[src/rtl/nes_loader_pkg.sv]
// Shared constants for the game loader: FSM state encoding and the fixed
// widths of the RAM address, byte counter and game index.
package nes_loader_pkg;

    localparam int ADDR_W = 19;   // PRG/CHR RAM address width
    localparam int CNT_W  = 20;   // load byte counter width
    localparam int IDX_W  = 4;    // game slot index width

    localparam logic [2:0] ST_RELOAD = 3'd0;
    localparam logic [2:0] ST_LOAD   = 3'd1;
    localparam logic [2:0] ST_SETTLE = 3'd2;
    localparam logic [2:0] ST_RUN    = 3'd3;
    localparam logic [2:0] ST_ERROR  = 3'd4;

endpackage

[src/rtl/btn_debounce.sv]
// Button conditioner: 2-flop synchronizer followed by a debouncer.
// Ports:
//   clock, reset  - system clock, synchronous active-high reset
//   btn_i         - raw asynchronous button level
//   rise_o        - one-cycle pulse on the debounced rising edge
module btn_debounce #(
    parameter int DEBOUNCE_CYCLES = 50000
) (
    input  logic clock,
    input  logic reset,
    input  logic btn_i,
    output logic rise_o
);
    localparam int            CW   = $clog2(DEBOUNCE_CYCLES + 1);
    localparam logic [CW-1:0] LAST = CW'(DEBOUNCE_CYCLES - 1);
    localparam logic [CW-1:0] ONE  = CW'(1);

    logic [1:0]    sync_q;
    logic          level_q;
    logic          rise_q;
    logic [CW-1:0] cnt_q;

    // cnt_q counts consecutive synchronized samples that disagree with the
    // debounced level; the level flips only once that run is long enough.
    always_ff @(posedge clock) begin
        if (reset) begin
            sync_q  <= '0;
            level_q <= 1'b0;
            rise_q  <= 1'b0;
            cnt_q   <= '0;
        end else begin
            sync_q <= {sync_q[0], btn_i};
            rise_q <= 1'b0;
            if (sync_q[1] == level_q) begin
                cnt_q <= '0;
            end else if (cnt_q == LAST) begin
                level_q <= sync_q[1];
                rise_q  <= sync_q[1];
                cnt_q   <= '0;
            end else begin
                cnt_q <= cnt_q + ONE;
            end
        end
    end

    assign rise_o = rise_q;

endmodule

[src/rtl/game_load_sequencer.sv]
// Game load sequencer: selects a game slot with next/prev buttons, restarts
// the flash byte loader, copies LOAD_BYTES bytes into RAM, holds the console
// in reset while loading/settling and flags a stalled loader as an error.
// Ports:
//   clock, reset               - system clock, synchronous active-high reset
//   btn_next, btn_prev         - raw buttons (next / previous game)
//   loader_reload/index        - restart pulse and slot for the byte loader
//   loader_data/valid          - byte stream from the loader
//   ram_waddr/wdata/we         - RAM write port
//   nes_reset                  - console reset, low only while running
//   cur_index                  - selected slot
//   load_busy, load_error      - status
module game_load_sequencer
    import nes_loader_pkg::*;
#(
    parameter int NUM_GAMES       = 16,
    parameter int LOAD_BYTES      = 524288,
    parameter int DEBOUNCE_CYCLES = 50000,
    parameter int WATCHDOG_CYCLES = 16777215,
    parameter int SETTLE_CYCLES   = 16
) (
    input  logic              clock,
    input  logic              reset,
    input  logic              btn_next,
    input  logic              btn_prev,
    output logic              loader_reload,
    output logic [IDX_W-1:0]  loader_index,
    input  logic [7:0]        loader_data,
    input  logic              loader_valid,
    output logic [ADDR_W-1:0] ram_waddr,
    output logic [7:0]        ram_wdata,
    output logic              ram_we,
    output logic              nes_reset,
    output logic [IDX_W-1:0]  cur_index,
    output logic              load_busy,
    output logic              load_error
);
    localparam int WD_W = $clog2(WATCHDOG_CYCLES + 1);
    localparam int ST_W = $clog2(SETTLE_CYCLES + 1);

    localparam logic [CNT_W-1:0] LAST_BYTE = CNT_W'(LOAD_BYTES - 1);
    localparam logic [WD_W-1:0]  WD_LAST   = WD_W'(WATCHDOG_CYCLES - 1);
    localparam logic [ST_W-1:0]  ST_LAST   = ST_W'(SETTLE_CYCLES - 1);
    localparam logic [IDX_W-1:0] LAST_IDX  = IDX_W'(NUM_GAMES - 1);

    logic ev_next, ev_prev;

    btn_debounce #(.DEBOUNCE_CYCLES(DEBOUNCE_CYCLES)) u_db_next (
        .clock(clock), .reset(reset), .btn_i(btn_next), .rise_o(ev_next)
    );
    btn_debounce #(.DEBOUNCE_CYCLES(DEBOUNCE_CYCLES)) u_db_prev (
        .clock(clock), .reset(reset), .btn_i(btn_prev), .rise_o(ev_prev)
    );

    logic [2:0]        state_q, state_d;
    logic [IDX_W-1:0]  idx_q, idx_d;
    logic [CNT_W-1:0]  cnt_q, cnt_d;
    logic [WD_W-1:0]   wd_q, wd_d;
    logic [ST_W-1:0]   st_q, st_d;
    logic              we_q, we_d;
    logic [ADDR_W-1:0] waddr_q, waddr_d;
    logic [7:0]        wdata_q, wdata_d;

    always_comb begin
        state_d = state_q;
        idx_d   = idx_q;
        cnt_d   = cnt_q;
        wd_d    = wd_q;
        st_d    = st_q;
        we_d    = 1'b0;
        waddr_d = waddr_q;
        wdata_d = wdata_q;
        case (state_q)
            ST_RELOAD: begin
                cnt_d   = '0;
                wd_d    = '0;
                st_d    = '0;
                state_d = ST_LOAD;
            end
            ST_LOAD: begin
                if (loader_valid) begin
                    // Write is issued from registers one cycle after capture.
                    we_d    = 1'b1;
                    waddr_d = cnt_q[ADDR_W-1:0];
                    wdata_d = loader_data;
                    cnt_d   = cnt_q + CNT_W'(1);
                    wd_d    = '0;
                    if (cnt_q == LAST_BYTE) begin
                        state_d = ST_SETTLE;
                        st_d    = '0;
                    end
                end else if (wd_q == WD_LAST) begin
                    state_d = ST_ERROR;
                end else begin
                    wd_d = wd_q + WD_W'(1);
                end
            end
            ST_SETTLE: begin
                if (st_q == ST_LAST) state_d = ST_RUN;
                else                 st_d    = st_q + ST_W'(1);
            end
            ST_RUN, ST_ERROR: begin
                // Exactly one event acts; a simultaneous pair cancels out.
                if (ev_next ^ ev_prev) begin
                    state_d = ST_RELOAD;
                    if (ev_next) idx_d = (idx_q == LAST_IDX) ? '0 : idx_q + IDX_W'(1);
                    else         idx_d = (idx_q == '0) ? LAST_IDX : idx_q - IDX_W'(1);
                end
            end
            default: state_d = ST_RELOAD;
        endcase
    end

    always_ff @(posedge clock) begin
        if (reset) begin
            state_q <= ST_RELOAD;
            idx_q   <= '0;
            cnt_q   <= '0;
            wd_q    <= '0;
            st_q    <= '0;
            we_q    <= 1'b0;
            waddr_q <= '0;
            wdata_q <= '0;
        end else begin
            state_q <= state_d;
            idx_q   <= idx_d;
            cnt_q   <= cnt_d;
            wd_q    <= wd_d;
            st_q    <= st_d;
            we_q    <= we_d;
            waddr_q <= waddr_d;
            wdata_q <= wdata_d;
        end
    end

    // Outputs are forced to their idle values while reset is high so that a
    // reset arriving mid-load stops writes in the very cycle it is asserted.
    assign loader_reload = (state_q == ST_RELOAD) & ~reset;
    assign loader_index  = reset ? '0 : idx_q;
    assign cur_index     = reset ? '0 : idx_q;
    assign ram_we        = we_q & ~reset;
    assign ram_waddr     = waddr_q;
    assign ram_wdata     = wdata_q;
    assign nes_reset     = (state_q != ST_RUN) | reset;
    assign load_busy     = (state_q == ST_RELOAD) | (state_q == ST_LOAD) |
                           (state_q == ST_SETTLE) | reset;
    assign load_error    = (state_q == ST_ERROR) & ~reset;

endmodule

[config.mk]
export PLATFORM = sky130hd
export DESIGN_NAME = game_load_sequencer
export DESIGN_NICKNAME = d
export VERILOG_FILES = /design/src/rtl/nes_loader_pkg.sv /design/src/rtl/btn_debounce.sv /design/src/rtl/game_load_sequencer.sv
export SDC_FILE = /design/constraint.sdc
export NUM_CORES = 1
export LEC_CHECK = 0
export BUFFER_PORTS_ARGS = -buffer_cell sky130_fd_sc_hd__clkbuf_2
export CORE_MARGIN = 4
export CORE_UTILIZATION = 30
export DETAILED_ROUTE_END_ITERATION = 6
export PLACE_DENSITY = 0.51
export SYNTH_ARGS = -nofsm -noshare
export SYNTH_HDL_FRONTEND = slang
export SYNTH_HIERARCHICAL = 1
export SYNTH_SLANG_ARGS = --single-unit
export TNS_END_PERCENT = 100
[constraint.sdc]
create_clock -name clock -period 2.25 [get_ports clock]
set_input_delay 0.1125 -clock clock [delete_from_list [all_inputs] [get_ports clock]]
set_output_delay 0.1125 -clock clock [all_outputs]
set_load 0.05 [all_outputs]
==> results.txt <==
----------------------------------------------------
[Place]
  Count of placed standard cells including taps ... 992
  # port buffers ... 52
  Total half-perimeter wirelength after legalization and detailed placement ... 9.492 mm
  Routability congestion estimate ... 0.7675
  Area of placed instances ... around 6500 um2
  Worst setup slack before clock tree synthesis ... 209.9 ps

[Power]
  Switching share of power ... 0.2509
  Part of the total power dissipated in the clock network ... 0.481
  Leakage component of the power ... approximately 2.6 nW
  Pwr/cell area ... about 750 nW/um2
  Internal power ... between 4 and 5 mW
  Peak supply drop ... around 460 uV
  Sequential cell fraction of total power ... 0.419
  Switching power summed over all nets ... about 1.4 mW
  Combinational cell fraction of total power ... 0.100
  Power Total ... roughly 5.4 mW

[Cells and area]
  Area growth from synthesis to layout ... 20.62%
  Layout fillers ... roughly 2,000
  Utilization of the core after routing ... 0.3689
  Post-layout instance count excluding filler cells ... between 1,000 and 1,500
  Final cell area excluding filler cells ... slightly above 7000 um2
  Final-stage net count ... about 780
  Fraction of final layout cells with drive strength greater than 1 ... 0.1849
  Antenna diodes ... 0

[Floorplan]
  Number of top-level pins ... between 50 and 60
  Std cell rows ... 51
  Initial cell density of the core ... 0.3059
  Floorplan die area ... roughly 22,000 um2
  Core Footprint ... 19,460 um2
  Height of the chip ... about 150 um
  Die boundary width ... 148.9 um

[Synth]
  Most frequent cell after synthesis ... dfxtp_1
  Post-synth ARST share ... 0
  Combined area of all synthesized cells ... around 6000 um2
  Post-synth cell types ... 69
  Cell type contributing the most total cell area after synthesis ... dfxtp_1
  Top cells by area in the synthesized netlist ... dfxtp_1 42%, xnor2_1 5.7%, nand2_1 5.4%, a21oi_1 5.0%, nor2_1 4.8%
  Top cells by count, synth ... 124 x dfxtp_1, 86 x nand2_1, 76 x nor2_1, 59 x a21oi_1, 39 x xnor2_1
  Commonest register cell after synthesis ... dfxtp_1
  Count of flip-flops with a built-in enable after synthesis ... 0
  Total number of yosys warnings ... 6
  Cell count after synthesis ... 691
  Sequential element share of the synthesized area ... 0.4170
  Number of register bits inferred by synthesis ... between 100 and 150
  Post-Syn Area per Cell ... approximately 8.6 um2
  Post-synthesis net count ... ~710
  Fraction of post-synthesis cell area in the top cell type by area ... 0.4170

[Critical path]
  Critical Path, Cell by Cell ... ha_1 > and3_1 > ha_1 > a211oi_1 > a31oi_1 > or3_1 > a21oi_1
  Kind of launch point of the worst setup path ... flop
  Worst Setup Path Type ... reg -> reg
  Cell class contributing the biggest share of worst-path delay ... compound AO/OA/AOI/OAI gates
  Most frequent cell on the critical path ... ha_1
  Critical path arrival ... 2390 ps
  Largest incremental delay on the critical path ... 380 ps
  Required time of the critical path ... 2580 ps
  Number of buffer and inverter stages on the critical path ... 0
  Maximum net fanout on the critical path ... 7
  Sort of element at the end of the critical path ... flop
  Slowest stage cell on the critical path ... or3_1

[Clock network]
  TritonCTS clock tree ... built
  Source-to-sink clock delay at the later pin of the worst-skew pair ... around 420 ps
  Register clock-pin slew on the reported worst setup and hold paths ... around 50 ps
  Worst-case clock buffer depth ... 2
  Number of H-tree levels ... 4
  Number of buffers inserted during clock tree synthesis ... 17
  Number of clock sinks ... 124
  Root Buffer Master ... clkbuf_16

[Timing]
  Unrepaired setup endpoints after global routing ... false
  Slew margin rel. ... 0.5552
  Slew Viols, Final ... 0
  Setup slack after layout ... 186.1 ps
  Final clock period utilization by the worst path ... 0.9173
  Setup clock skew after layout ... 16.37 ps
  Final setup violation count ... 0
  Final setup TNS ... 0 ps
  Top achievable clock speed ... 484.5 MHz
  Worst slack on hold paths ... between 90 and 100 ps
  Final hold viol count ... 0
  Final critical delay including setup and external delays ... around 2100 ps
  Worst Tran Pin Value ... 662.1 ps

[Global routing]
  GR Util All Layers ... 0.1264
  Grt total ovfl ... 0
  Vias in the first global route ... around 4,600
  First-pass GRT wire length ... ~23 mm
  Largest net degree at the start of global routing ... 37
  Antenna violations before repair ... 0

[Detailed routing]
  Via total after detailed routing ... 4,884
  DRT Pass-1 Iters ... 5
  Number of routed nets with antenna violations ... 0
  Drt wl/cell ... 13.11 um
  Residual DRC ... 0
  Number of violations reported at the end of detailed-routing iteration 0 ... about 200
  Vias per cell ... roughly 4.7
  Final Routed Wirelength ... between 10 and 15 mm

[Worst hold path]
  Kind of path behind the tightest hold check ... in -> reg

[Run]
  Number of max-cap violations ... 0

[Status]
  Status ... finished, final reports clean

----------------------------------------------------
-- power groups by stage --
stage	logic (mW)	registers (mW)	clock network, mW
floorplan	0.353	2.34	0
global placement	0.539	2.32	0
detailed placement	0.536	2.32	0
CTS	0.552	2.27	2.69
global route	0.597	2.28	2.78
finish	0.542	2.27	2.60
-- path summary, 6_finish.rpt --
| kind | endpoint | slack, ps | cells after the start | from |
|---|---|---|---|---|
| max | st_q[4]$_SDFFE_PP0P_ | 190 | 7 | st_q[0]$_SDFFE_PP0P_ |
| min | wd_q[14]$_SDFFE_PP0P_ | 90 | 2 | reset |
| max reg2reg | st_q[4]$_SDFFE_PP0P_ | 190 | 7 | st_q[0]$_SDFFE_PP0P_ |
| min reg2reg | u_db_next/sync_q[1]$_SDFF_PP0_ | 450 | 1 | u_db_next/sync_q[0]$_SDFF_PP0_ |
-- area by class of cell --
type	count	area, um2	area share
Sequential cell	124	2482	0.3457
Timing Repair Buffer	81	503.0	0.07005
Inverter	15	56.30	0.007841
Clock buffer	25	505.5	0.07040
Clock inverter	6	60.06	0.008364
Multi-Input combinational cell	517	3242	0.4515
Tap cell	265	331.6	0.04618
-- cells by family after synthesis --
family	count (synthesis)	synth area share
buffers and inverters	50	0.04308
XOR/XNOR	49	0.07209
adder cells (fa/ha/maj)	9	0.01892
AND/OR/NAND/NOR	337	0.3222
multiplexers	3	0.005254
AO/OA/AOI/OAI	119	0.1215
flip-flops	124	0.4170
-- flip-flops by register name, indices dropped and copies added, names as in the netlist --
register	count
u_db_prev/sync_q	2
wd_q	24
u_db_prev/cnt_q	16
ram_wdata	8
u_db_prev/rise_o	1
we_q	1
u_db_next/sync_q	2
cnt_q	20
st_q	5
u_db_next/level_q	1
u_db_next/rise_o	1
idx_q	4
u_db_next/cnt_q	16
u_db_prev/level_q	1
ram_waddr	19
state_q	3
-- placed cells by master (no fill, tap or decap), types with 6 or more instances in the layout --
cell type and instances:
dfxtp_1 124, nand2_1 86, nor2_1 76, a21oi_1 59, clkbuf_2 52, xnor2_1 39
nand3_1 30, nor3_1 21, buf_4 19, o21ai_0 18, clkbuf_16 17, inv_1 15
nand4_1 15, or3_1 13, and3_1 12, nor2b_1 11, xor2_1 10, dlygate4sd3_1 10
ha_1 9, nor4_2 8, nor4_1 7, nor4b_2 6
-- routing by layer --
layer,global-route usage,up-vias,part of all wire
met4,0.03890,0,0.0063
met2,0.1969,50,0.47
li1,-,2569,-
met3,0.03586,6,0.026
met1,0.1704,2259,0.50
met5,0,-,0
-- what timing repair did --
action / CTS / global route
endpoints found under the setup margin: 0 / 2
resized for setup: 0 / 1
buffers inserted: 0 / 0
endpoints found under the hold margin: 10 / 0
hold buffers: 10 / 0
(Power assumes the default switching activity.)
